### src/rtl/sd_cmd_sequencer_if.sv
// Bundle between the processor memory map, the command sequencer and the
// SD controller: request handshake, command frame/start, response and status.
// The slave modport is the sequencer's view; master is the surrounding logic.
interface sd_cmd_sequencer_if;
  logic        req_valid;
  logic        req_ready;
  logic [5:0]  req_index;
  logic [31:0] req_arg;
  logic [47:0] sd_cmd;
  logic        sd_start;
  logic        sd_resp_valid;
  logic [7:0]  sd_resp;
  logic        busy;
  logic        done;
  logic        timed_out;
  logic [7:0]  resp_out;

  modport slave (
    input  req_valid, req_index, req_arg, sd_resp_valid, sd_resp,
    output req_ready, sd_cmd, sd_start, busy, done, timed_out, resp_out
  );

  modport master (
    output req_valid, req_index, req_arg, sd_resp_valid, sd_resp,
    input  req_ready, sd_cmd, sd_start, busy, done, timed_out, resp_out
  );
endinterface

### src/rtl/sd_cmd_sequencer.sv
// Single SD command sequencer: latches index/argument, builds the 48-bit
// command frame, holds sd_start for the whole response wait and reports the
// response byte or a timeout.
// Build option SD_CRC7_EN: when defined, a bit-serial CRC7 is computed over
// the frame (40 extra cycles); otherwise a constant CRC byte is chosen by index.
module sd_cmd_sequencer #(
  parameter int unsigned TIMEOUT = 1024
) (
  input logic           clk,
  input logic           rst,
  sd_cmd_sequencer_if.slave bus
);

  typedef enum logic [2:0] {
    S_IDLE,
`ifdef SD_CRC7_EN
    S_CRC,
`endif
    S_ISSUE,
    S_WAIT,
    S_DONE
  } state_t;

  localparam logic [15:0] TIMEOUT_LAST = 16'(TIMEOUT - 1);

  state_t      state_q, state_d;
  logic [5:0]  idx_q, idx_d;
  logic [31:0] arg_q, arg_d;
  logic [15:0] cnt_q, cnt_d;
  logic        prev_q, prev_d;
  logic [47:0] sd_cmd_q, sd_cmd_d;
  logic        sd_start_q, sd_start_d;
  logic        done_q, done_d;
  logic        busy_q, busy_d;
  logic        ready_q, ready_d;
  logic        timed_out_q, timed_out_d;
  logic [7:0]  resp_out_q, resp_out_d;
  logic [7:0]  crc_byte;
  logic        accept;
  logic        resp_rise;

`ifdef SD_CRC7_EN
  logic [6:0]  crc_q, crc_d;
  logic [39:0] crc_msg;
  logic        crc_bit;

  // One LFSR step of x^7 + x^3 + 1, message bit entering MSB first.
  function automatic logic [6:0] crc7_step(input logic [6:0] crc, input logic b);
    logic fb;
    fb = b ^ crc[6];
    return {crc[5:0], 1'b0} ^ (fb ? 7'h09 : 7'h00);
  endfunction

  assign crc_msg = {2'b01, idx_q, arg_q};
  assign crc_bit = crc_msg[6'd39 - cnt_q[5:0]];
`endif

  assign accept    = (state_q == S_IDLE) && bus.req_valid && ready_q;
  assign resp_rise = bus.sd_resp_valid && !prev_q;

  // Next-state and registered-output computation for the command FSM.
  always_comb begin
    state_d     = state_q;
    idx_d       = idx_q;
    arg_d       = arg_q;
    cnt_d       = cnt_q;
    prev_d      = prev_q;
    sd_cmd_d    = sd_cmd_q;
    sd_start_d  = sd_start_q;
    done_d      = 1'b0;
    timed_out_d = timed_out_q;
    resp_out_d  = resp_out_q;
`ifdef SD_CRC7_EN
    crc_d       = crc_q;
    crc_byte    = {crc_q, 1'b1};
`else
    case (idx_q)
      6'd0:    crc_byte = 8'h95;
      6'd8:    crc_byte = 8'h87;
      default: crc_byte = 8'h01;
    endcase
`endif

    case (state_q)
      S_IDLE: begin
        if (accept) begin
          idx_d       = bus.req_index;
          arg_d       = bus.req_arg;
          timed_out_d = 1'b0;
          cnt_d       = '0;
`ifdef SD_CRC7_EN
          crc_d       = '0;
          state_d     = S_CRC;
`else
          state_d     = S_ISSUE;
`endif
        end
      end
`ifdef SD_CRC7_EN
      S_CRC: begin
        crc_d = crc7_step(crc_q, crc_bit);
        cnt_d = cnt_q + 16'd1;
        if (cnt_q[5:0] == 6'd39) state_d = S_ISSUE;
      end
`endif
      S_ISSUE: begin
        sd_cmd_d   = {2'b01, idx_q, arg_q, crc_byte};
        sd_start_d = 1'b1;
        cnt_d      = '0;
        prev_d     = bus.sd_resp_valid;
        state_d    = S_WAIT;
      end
      S_WAIT: begin
        prev_d = bus.sd_resp_valid;
        cnt_d  = cnt_q + 16'd1;
        // A response edge on the final timeout cycle still counts as a response.
        if (resp_rise) begin
          resp_out_d = bus.sd_resp;
          state_d    = S_DONE;
        end else if (cnt_q == TIMEOUT_LAST) begin
          resp_out_d  = 8'hFF;
          timed_out_d = 1'b1;
          state_d     = S_DONE;
        end
      end
      S_DONE: begin
        sd_start_d = 1'b0;
        done_d     = 1'b1;
        state_d    = S_IDLE;
      end
      default: state_d = S_IDLE;
    endcase

    busy_d  = (state_d != S_IDLE);
    // Ready follows the registered state, so it reappears one cycle after DONE.
    ready_d = (state_q == S_IDLE) && !accept;
  end

  // State and output registers with synchronous active-low reset.
  always_ff @(posedge clk) begin
    if (!rst) begin
      state_q     <= S_IDLE;
      idx_q       <= '0;
      arg_q       <= '0;
      cnt_q       <= '0;
      prev_q      <= 1'b0;
      sd_cmd_q    <= '1;
      sd_start_q  <= 1'b0;
      done_q      <= 1'b0;
      busy_q      <= 1'b0;
      ready_q     <= 1'b1;
      timed_out_q <= 1'b0;
      resp_out_q  <= 8'hFF;
`ifdef SD_CRC7_EN
      crc_q       <= '0;
`endif
    end else begin
      state_q     <= state_d;
      idx_q       <= idx_d;
      arg_q       <= arg_d;
      cnt_q       <= cnt_d;
      prev_q      <= prev_d;
      sd_cmd_q    <= sd_cmd_d;
      sd_start_q  <= sd_start_d;
      done_q      <= done_d;
      busy_q      <= busy_d;
      ready_q     <= ready_d;
      timed_out_q <= timed_out_d;
      resp_out_q  <= resp_out_d;
`ifdef SD_CRC7_EN
      crc_q       <= crc_d;
`endif
    end
  end

  assign bus.req_ready = ready_q;
  assign bus.sd_cmd    = sd_cmd_q;
  assign bus.sd_start  = sd_start_q;
  assign bus.busy      = busy_q;
  assign bus.done      = done_q;
  assign bus.timed_out = timed_out_q;
  assign bus.resp_out  = resp_out_q;

endmodule

### src/flat_wrapper.sv
// flat-port wrapper written by rule: the top's interface ports become plain ports
module sd_cmd_sequencer_flat 
#(
  parameter int unsigned TIMEOUT = 1024
)
  (clk, rst, bus_req_valid, bus_req_index, bus_req_arg, bus_sd_resp_valid, bus_sd_resp, bus_req_ready, bus_sd_cmd, bus_sd_start, bus_busy, bus_done, bus_timed_out, bus_resp_out);
  sd_cmd_sequencer_if bus_i ();
  input logic clk;
  input logic rst;
  input wire logic [$bits(bus_i.req_valid)-1:0] bus_req_valid;
  input wire logic [$bits(bus_i.req_index)-1:0] bus_req_index;
  input wire logic [$bits(bus_i.req_arg)-1:0] bus_req_arg;
  input wire logic [$bits(bus_i.sd_resp_valid)-1:0] bus_sd_resp_valid;
  input wire logic [$bits(bus_i.sd_resp)-1:0] bus_sd_resp;
  output wire logic [$bits(bus_i.req_ready)-1:0] bus_req_ready;
  output wire logic [$bits(bus_i.sd_cmd)-1:0] bus_sd_cmd;
  output wire logic [$bits(bus_i.sd_start)-1:0] bus_sd_start;
  output wire logic [$bits(bus_i.busy)-1:0] bus_busy;
  output wire logic [$bits(bus_i.done)-1:0] bus_done;
  output wire logic [$bits(bus_i.timed_out)-1:0] bus_timed_out;
  output wire logic [$bits(bus_i.resp_out)-1:0] bus_resp_out;
  assign bus_i.req_valid = bus_req_valid;
  assign bus_i.req_index = bus_req_index;
  assign bus_i.req_arg = bus_req_arg;
  assign bus_i.sd_resp_valid = bus_sd_resp_valid;
  assign bus_i.sd_resp = bus_sd_resp;
  assign bus_req_ready = bus_i.req_ready;
  assign bus_sd_cmd = bus_i.sd_cmd;
  assign bus_sd_start = bus_i.sd_start;
  assign bus_busy = bus_i.busy;
  assign bus_done = bus_i.done;
  assign bus_timed_out = bus_i.timed_out;
  assign bus_resp_out = bus_i.resp_out;
  sd_cmd_sequencer #(.TIMEOUT(TIMEOUT)) u_core (.clk(clk), .rst(rst), .bus(bus_i));
endmodule
### config.mk
export PLATFORM = sky130hd
export DESIGN_NAME = sd_cmd_sequencer_flat
export DESIGN_NICKNAME = d
export VERILOG_FILES = /design/src/rtl/sd_cmd_sequencer_if.sv /design/src/rtl/sd_cmd_sequencer.sv /design/src/flat_wrapper.sv
export SDC_FILE = /design/constraint.sdc
export NUM_CORES = 1
export LEC_CHECK = 0
export CAP_MARGIN = 30
export CORE_MARGIN = 8
export CORE_UTILIZATION = 49
export DETAILED_ROUTE_END_ITERATION = 10
export GPL_TIMING_DRIVEN = 0
export PLACE_DENSITY = 0.79
export SLEW_MARGIN = 20
export SYNTH_ARGS = -nofsm -noshare
export SYNTH_HDL_FRONTEND = slang
export SYNTH_SLANG_ARGS = --single-unit
### constraint.sdc
create_clock -name clk -period 1.8 [get_ports clk]
set_input_delay 0.36 -clock clk [delete_from_list [all_inputs] [get_ports clk]]
set_output_delay 0.36 -clock clk [all_outputs]
set_load 0.01 [all_outputs]
==> results of run 1 <==
==> area by class of cell <==
type,instances,area share [%]
Clock inverter,10,2.16
Clock buffer,21,7.39
Inverter,5,0.302
Sequential cell,113,36.5
Timing Repair Buffer,108,17.9
Multi-Input combinational cell,371,30.1
Tap cell,108,2.18
Buffer,43,3.46
==> kinds of logic after synthesis <==
kind of cell	Yosys count	synth area share, %
DFF	113	52.1
and+or+nand+nor	276	29.5
buffers and inverters	48	5.22
AOI/OAI and AO/OA	89	12.3
other	2	0.173
xor gates and xnor gates	2	0.404
adders and majority gates	1	0.288
==> flip-flops by register name, indices dropped and copies added (netlist names) <==
register              count
u_core.cnt_q             16
u_core.bus.done           1
u_core.bus.sd_start       1
u_core.state_q            3
u_core.bus.busy           1
u_core.prev_q             1
u_core.arg_q             32
u_core.bus.sd_cmd        42
u_core.bus.req_ready      1
u_core.bus.resp_out       8
u_core.bus.timed_out      1
u_core.idx_q              6
==> cells in the mapped netlist (all sizes together), types with 2 or more instances <==
cell	number	area (µm²)
buf	21	125
dfxtp	113	2260
and3	2	12.5
or3	7	43.8
clkbuf	22	82.6
a2111oi	8	70.1
nor3	19	95.1
and4b	8	80.1
nand2	163	612
and4	2	20.0
nand4	4	31.3
nor2	9	33.8
nor2b	2	12.5
or2	2	12.5
or4	5	37.5
nand3	46	240
a21oi	59	307
o31ai	6	50.1
o21ai	11	55.1
conb	2	7.51
inv	4	15.0
and2	2	12.5
==> power by group through the flow <==
stage | logic [mW] | clock network (mW) | registers, mW
2_1_floorplan | 0.181 | 0 | 2.66
3_3_place_gp | 0.408 | 0 | 2.65
3_5_place_dp | 0.414 | 0 | 2.66
4_1_cts | 0.418 | 3.33 | 2.61
5_1_grt | 0.457 | 3.45 | 2.61
6_report | 0.417 | 3.33 | 2.61
==> what timing repair did <==
action / in CTS / in global routing
endpoints found under the hold margin: 0 / 0
endpoints found under the setup margin: 10 / 89
gates resized for setup: 11 / 30
==> worst reg2reg max path, delay by kind of cell, from the launching register on <==
family                   cells  cell delay (ns)
buffers and inverters        1             0.21
AO/OA/AOI/OAI                1             0.51
AND/OR/NAND/NOR              2             0.32
adder cells (fa/ha/maj)      1             0.26
flip-flops                   1             0.34
==> layer usage <==
| metal | vias up | global-route usage [%] | routed length, µm |
|---|---|---|---|
| met5 | - | 0 | 0 |
| met4 | 0 | 8.28 | 209 |
| met3 | 18 | 6.28 | 941 |
| met2 | 139 | 34.8 | 6300 |
| met1 | 1977 | 23.5 | 4970 |
| li1 | 2058 | - | - |
==> worst paths after layout <==
| check | slack (ns) | depth (start not counted) | to | startpoint |
|---|---|---|---|---|
| min | 0.39 | 3 | u_core.arg_q[6]$_SDFFE_PN0P_ | bus_req_arg[6] |
| min reg2reg | 0.46 | 2 | u_core.arg_q[26]$_SDFFE_PN0P_ | u_core.arg_q[26]$_SDFFE_PN0P_ |
| max reg2reg | 0.04 | 5 | u_core.bus.resp_out[1]$_SDFFE_PN1P_ | u_core.cnt_q[0]$_SDFFE_PN0P_ |
| max | 0.02 | 1 | bus_resp_out[6] | u_core.bus.resp_out[6]$_SDFFE_PN1P_ |
==> impl_metrics.tcl, run 1 <==
set metrics [dict create \
    post_cts_buffers 0 \
    cp.required_ns 1.44 \
    initial_utilization_pct 50.2 \
    syn2layout_area_growth_pct 43.1 \
    root_buffer "clkbuf_8" \
    worstPathCellList "clkdlybuf4s50_1" \
    switchingPower_mw 1.38 \
    vdd_drop_max_mv 0.788 \
    clock_path_buffers 2 \
    placed_area_mm2 0.00556 \
    p_total_mw 6.36 \
    maxCapViolCount 0 \
    pwr-share-comb_pct 6.6 \
    ys_ff_latch 113 \
    dp_cells 748 \
    cts_hold_buf 0 \
    htreeDepth 4 \
    clock_latency_ns 0.51 \
    die_area_mm2 0.0121 \
    hold_viol_final 0 \
    crit_arrival_ns 1.42 \
    antenna_cells 0 \
    avgSynthCellArea_um2 8.17 \
    async_flop_share_pct 0 \
    fp.dieW_um 110 \
    die_y_um 110 \
    fin_skew_ns 0.00994 \
    critPathTopFamily "buffers and inverters" \
    layout.nets 710 \
    crit_path_max_fanout 3 \
    fin_crit_ns 1.78 \
    setup_viol 0 \
    io_buffer_count 108 \
    slew_violations 0 \
    path_clk_slew_ns 0.06 \
    tns_ns 0 \
    ys_types 44 \
    drc 0 \
    coreArea_mm2 0.00864 \
    io_pins 111 \
    synth-main-ff-cell "dfxtp_1" \
    overflow 0 \
    clock-sinks 113 \
    syn_inst 531 \
    multiInputGateArea_mm2 0.00187 \
    gp_congestion 0.811 \
    hold_ws_ns 0.395 \
    post_drt_wl_per_cell_um 15.9 \
    numCtsBuffers 17 \
    cpPeakStageDelay_ns 0.55 \
    clock_power_share_pct 52.4 \
    p_sw_share_pct 21.8 \
    syn-cell-area_mm2 0.00434 \
    rsz0062_at_grt "true" \
    layout-drive-gt1-share_pct 10.3 \
    register_area_mm2 0.00227 \
    setup_slack_ns 0.0218 \
    hp-class "in2reg" \
    cts_tree "built" \
    wirelength_mm 12.4 \
    cpMaxStageDelayCell "clkdlybuf4s50_1" \
    grt_pass1_wl_mm 19.7 \
    drt-initial-drc-count 191 \
    p_seq_share_pct 41.0 \
    utilization_pct 71.9 \
    outcome "finished clean" \
    startpoint_type "register" \
    worstSetupPathType "reg2out" \
    grtUsageTotal_pct 20.4 \
    worst_slew_pin_slew_ns 0.568 \
    max_slew_margin_pct 62.1 \
    yosysWarningCount 0 \
    crit_buf_inv 1 \
    stdcell_count 779 \
    grt_pass1_vias 4064 \
    vias 4192 \
    finalCritPeriodShare_pct 98.8 \
    clock.fmax_mhz 562 \
    synth_edf_count 0 \
    internal_power_mw 4.98 \
    grt_max_degree 17 \
    most-common-layout-cells "nand2_1 (163), dfxtp_1 (109), clkdlybuf4s50_1 (84)" \
    leakagePower_nw 2.43 \
    ant_nets 0 \
    final_area_mm2 0.00621 \
    powerDensity_mw_per_mm2 1020 \
    viasPerCell 5.38 \
    place_hpwl_mm 8.54 \
    row_count 34 \
    dr.pass1.iters 5 \
    worstSetupEndpointType "output port" \
    grt_antenna_before_repair 0 \
    synth-seq-area-share_pct 52.1 \
    final_common_cell "nand2_1" \
    n_fill_cell 669 \
    dp_slack_ns -0.421 \
]
Note: power is estimated with default switching activity, not from simulation.
==> run 2: changes to the inputs <==
--- a/config.mk
+++ b/config.mk
@@ -7,10 +7,11 @@
 export LEC_CHECK = 0
 export CAP_MARGIN = 30
 export CORE_MARGIN = 8
-export CORE_UTILIZATION = 49
+export CORE_UTILIZATION = 50
+export CTS_BUF_LIST = sky130_fd_sc_hd__clkbuf_2 sky130_fd_sc_hd__clkbuf_4 sky130_fd_sc_hd__clkbuf_8
 export DETAILED_ROUTE_END_ITERATION = 10
 export GPL_TIMING_DRIVEN = 0
-export PLACE_DENSITY = 0.79
+export PLACE_DENSITY = 0.8
 export SLEW_MARGIN = 20
 export SYNTH_ARGS = -nofsm -noshare
 export SYNTH_HDL_FRONTEND = slang
==> impl_metrics.tcl, run 2 (synthesis results as in run 1) <==
set metrics [dict create \
    hp-class "reg2reg" \
    clock-sinks 113 \
    post_drt_wl_per_cell_um 15.7 \
    post_cts_buffers 0 \
    layout.nets 707 \
    initial_utilization_pct 50.7 \
    syn2layout_area_growth_pct 38.6 \
    final_area_mm2 0.00601 \
    cpMaxStageDelayCell "clkdlybuf4s50_1" \
    cts_tree "built" \
    most-common-layout-cells "nand2_1 (163), dfxtp_1 (110), clkdlybuf4s50_1 (104)" \
    rsz0062_at_grt "false" \
    slew_violations 0 \
    dp_cells 748 \
    cp.required_ns 1.44 \
    grt_antenna_before_repair 0 \
    n_fill_cell 682 \
    worstSetupPathType "reg2out" \
    r2r_setup_slack_ns 0.07 \
    ant_nets 0 \
    grt_pass1_wl_mm 19.4 \
    io_buffer_count 108 \
    place_hpwl_mm 8.59 \
    antenna_cells 0 \
    dr.pass1.iters 5 \
    viasPerCell 5.42 \
    die_y_um 109 \
    setup_viol 0 \
    root_buffer "clkbuf_8" \
    leakagePower_nw 2.34 \
    vdd_drop_max_mv 0.707 \
    crit_buf_inv 1 \
    tns_ns 0 \
    worstSetupEndpointType "output port" \
    cpPeakStageDelay_ns 0.58 \
    max_slew_margin_pct 66.3 \
    stdcell_count 776 \
    fp.dieW_um 109 \
    crit_path_max_fanout 3 \
    fin_crit_ns 1.74 \
    vias 4203 \
    grt_max_degree 17 \
    startpoint_type "register" \
    path_clk_slew_ns 0.08 \
    largest_reg_flops 42 \
    maxCapViolCount 0 \
    clock.fmax_mhz 574 \
    wirelength_mm 12.2 \
    worst_slew_pin_slew_ns 0.505 \
    critPathTopFamily "buffers and inverters" \
    io_pins 111 \
    p_total_mw 5.67 \
    clock_latency_ns 0.43 \
    crit_arrival_ns 1.38 \
    fin_skew_ns 0.0104 \
    powerDensity_mw_per_mm2 942 \
    layout-drive-gt1-share_pct 10.9 \
    numCtsBuffers 17 \
    overflow 0 \
    placed_area_mm2 0.00556 \
    multiInputGateArea_mm2 0.00187 \
    hold_viol_final 0 \
    final_common_cell "nand2_1" \
    drt-initial-drc-count 177 \
    worstPathCellList "clkdlybuf4s50_1" \
    outcome "finished clean" \
    grt_pass1_vias 4058 \
    finalCritPeriodShare_pct 96.8 \
    coreArea_mm2 0.00855 \
    grtUsageTotal_pct 20.5 \
    register_area_mm2 0.00227 \
    clock_path_buffers 2 \
    die_area_mm2 0.0119 \
    gp_congestion 0.799 \
    drc 0 \
    htreeDepth 4 \
    row_count 34 \
]
-- run 2: routing by layer --
layer	track usage, %	share of wire [%]
met2	34.7	49
met1	23.2	41
met4	8.50	2.2
met5	0	0
met3	6.91	7.6
-- run 2: path summary, 6_finish.rpt --
| path | from | depth (start not counted) | endpoint |
|---|---|---|---|
| hold / removal | u_core.arg_q[13]$_SDFFE_PN0P_ | 2 | u_core.arg_q[13]$_SDFFE_PN0P_ |
| setup / recovery | u_core.bus.resp_out[2]$_SDFFE_PN1P_ | 1 | bus_resp_out[2] |
| setup reg to reg | u_core.state_q[1]$_SDFF_PN0_ | 5 | u_core.bus.resp_out[1]$_SDFFE_PN1P_ |
| hold reg to reg | u_core.arg_q[13]$_SDFFE_PN0P_ | 2 | u_core.arg_q[13]$_SDFFE_PN0P_ |
-- run 2: area by class of cell --
| cell class | instances | share of cell area [%] |
|---|---|---|
| flip-flops and latches | 113 | 37.7 |
| multi-input cells | 371 | 31.0 |
| repair buffers | 108 | 18.0 |
| clock buffers | 17 | 3.89 |
| well taps | 108 | 2.25 |
| clock inverters | 14 | 3.39 |
| inverters | 5 | 0.312 |
| plain buffers | 40 | 3.43 |
-- run 2: timing repair --
action,in CTS,in global routing
gates resized for setup,6,21
endpoints found under the setup margin,6,64
hold buffers,0,0
-- run 2: report_power, final --
group	switching, mW	internal [mW]
logic	0.208	0.211
registers	0.0404	2.56
clock network	1.12	1.52
-- run 2: metrics by stage --
step	worst slack [ns]	hold slack [ns]	utilization [%]
3_3_place_gp	-0.365	0.442	65.0
5_1_grt	0.000682	0.477	70.3
6_report	0.0569	0.458	70.3
3_5_place_dp	-0.380	0.447	65.0
2_1_floorplan	0.312	0.437	-
4_1_cts	0.00174	0.458	70.1
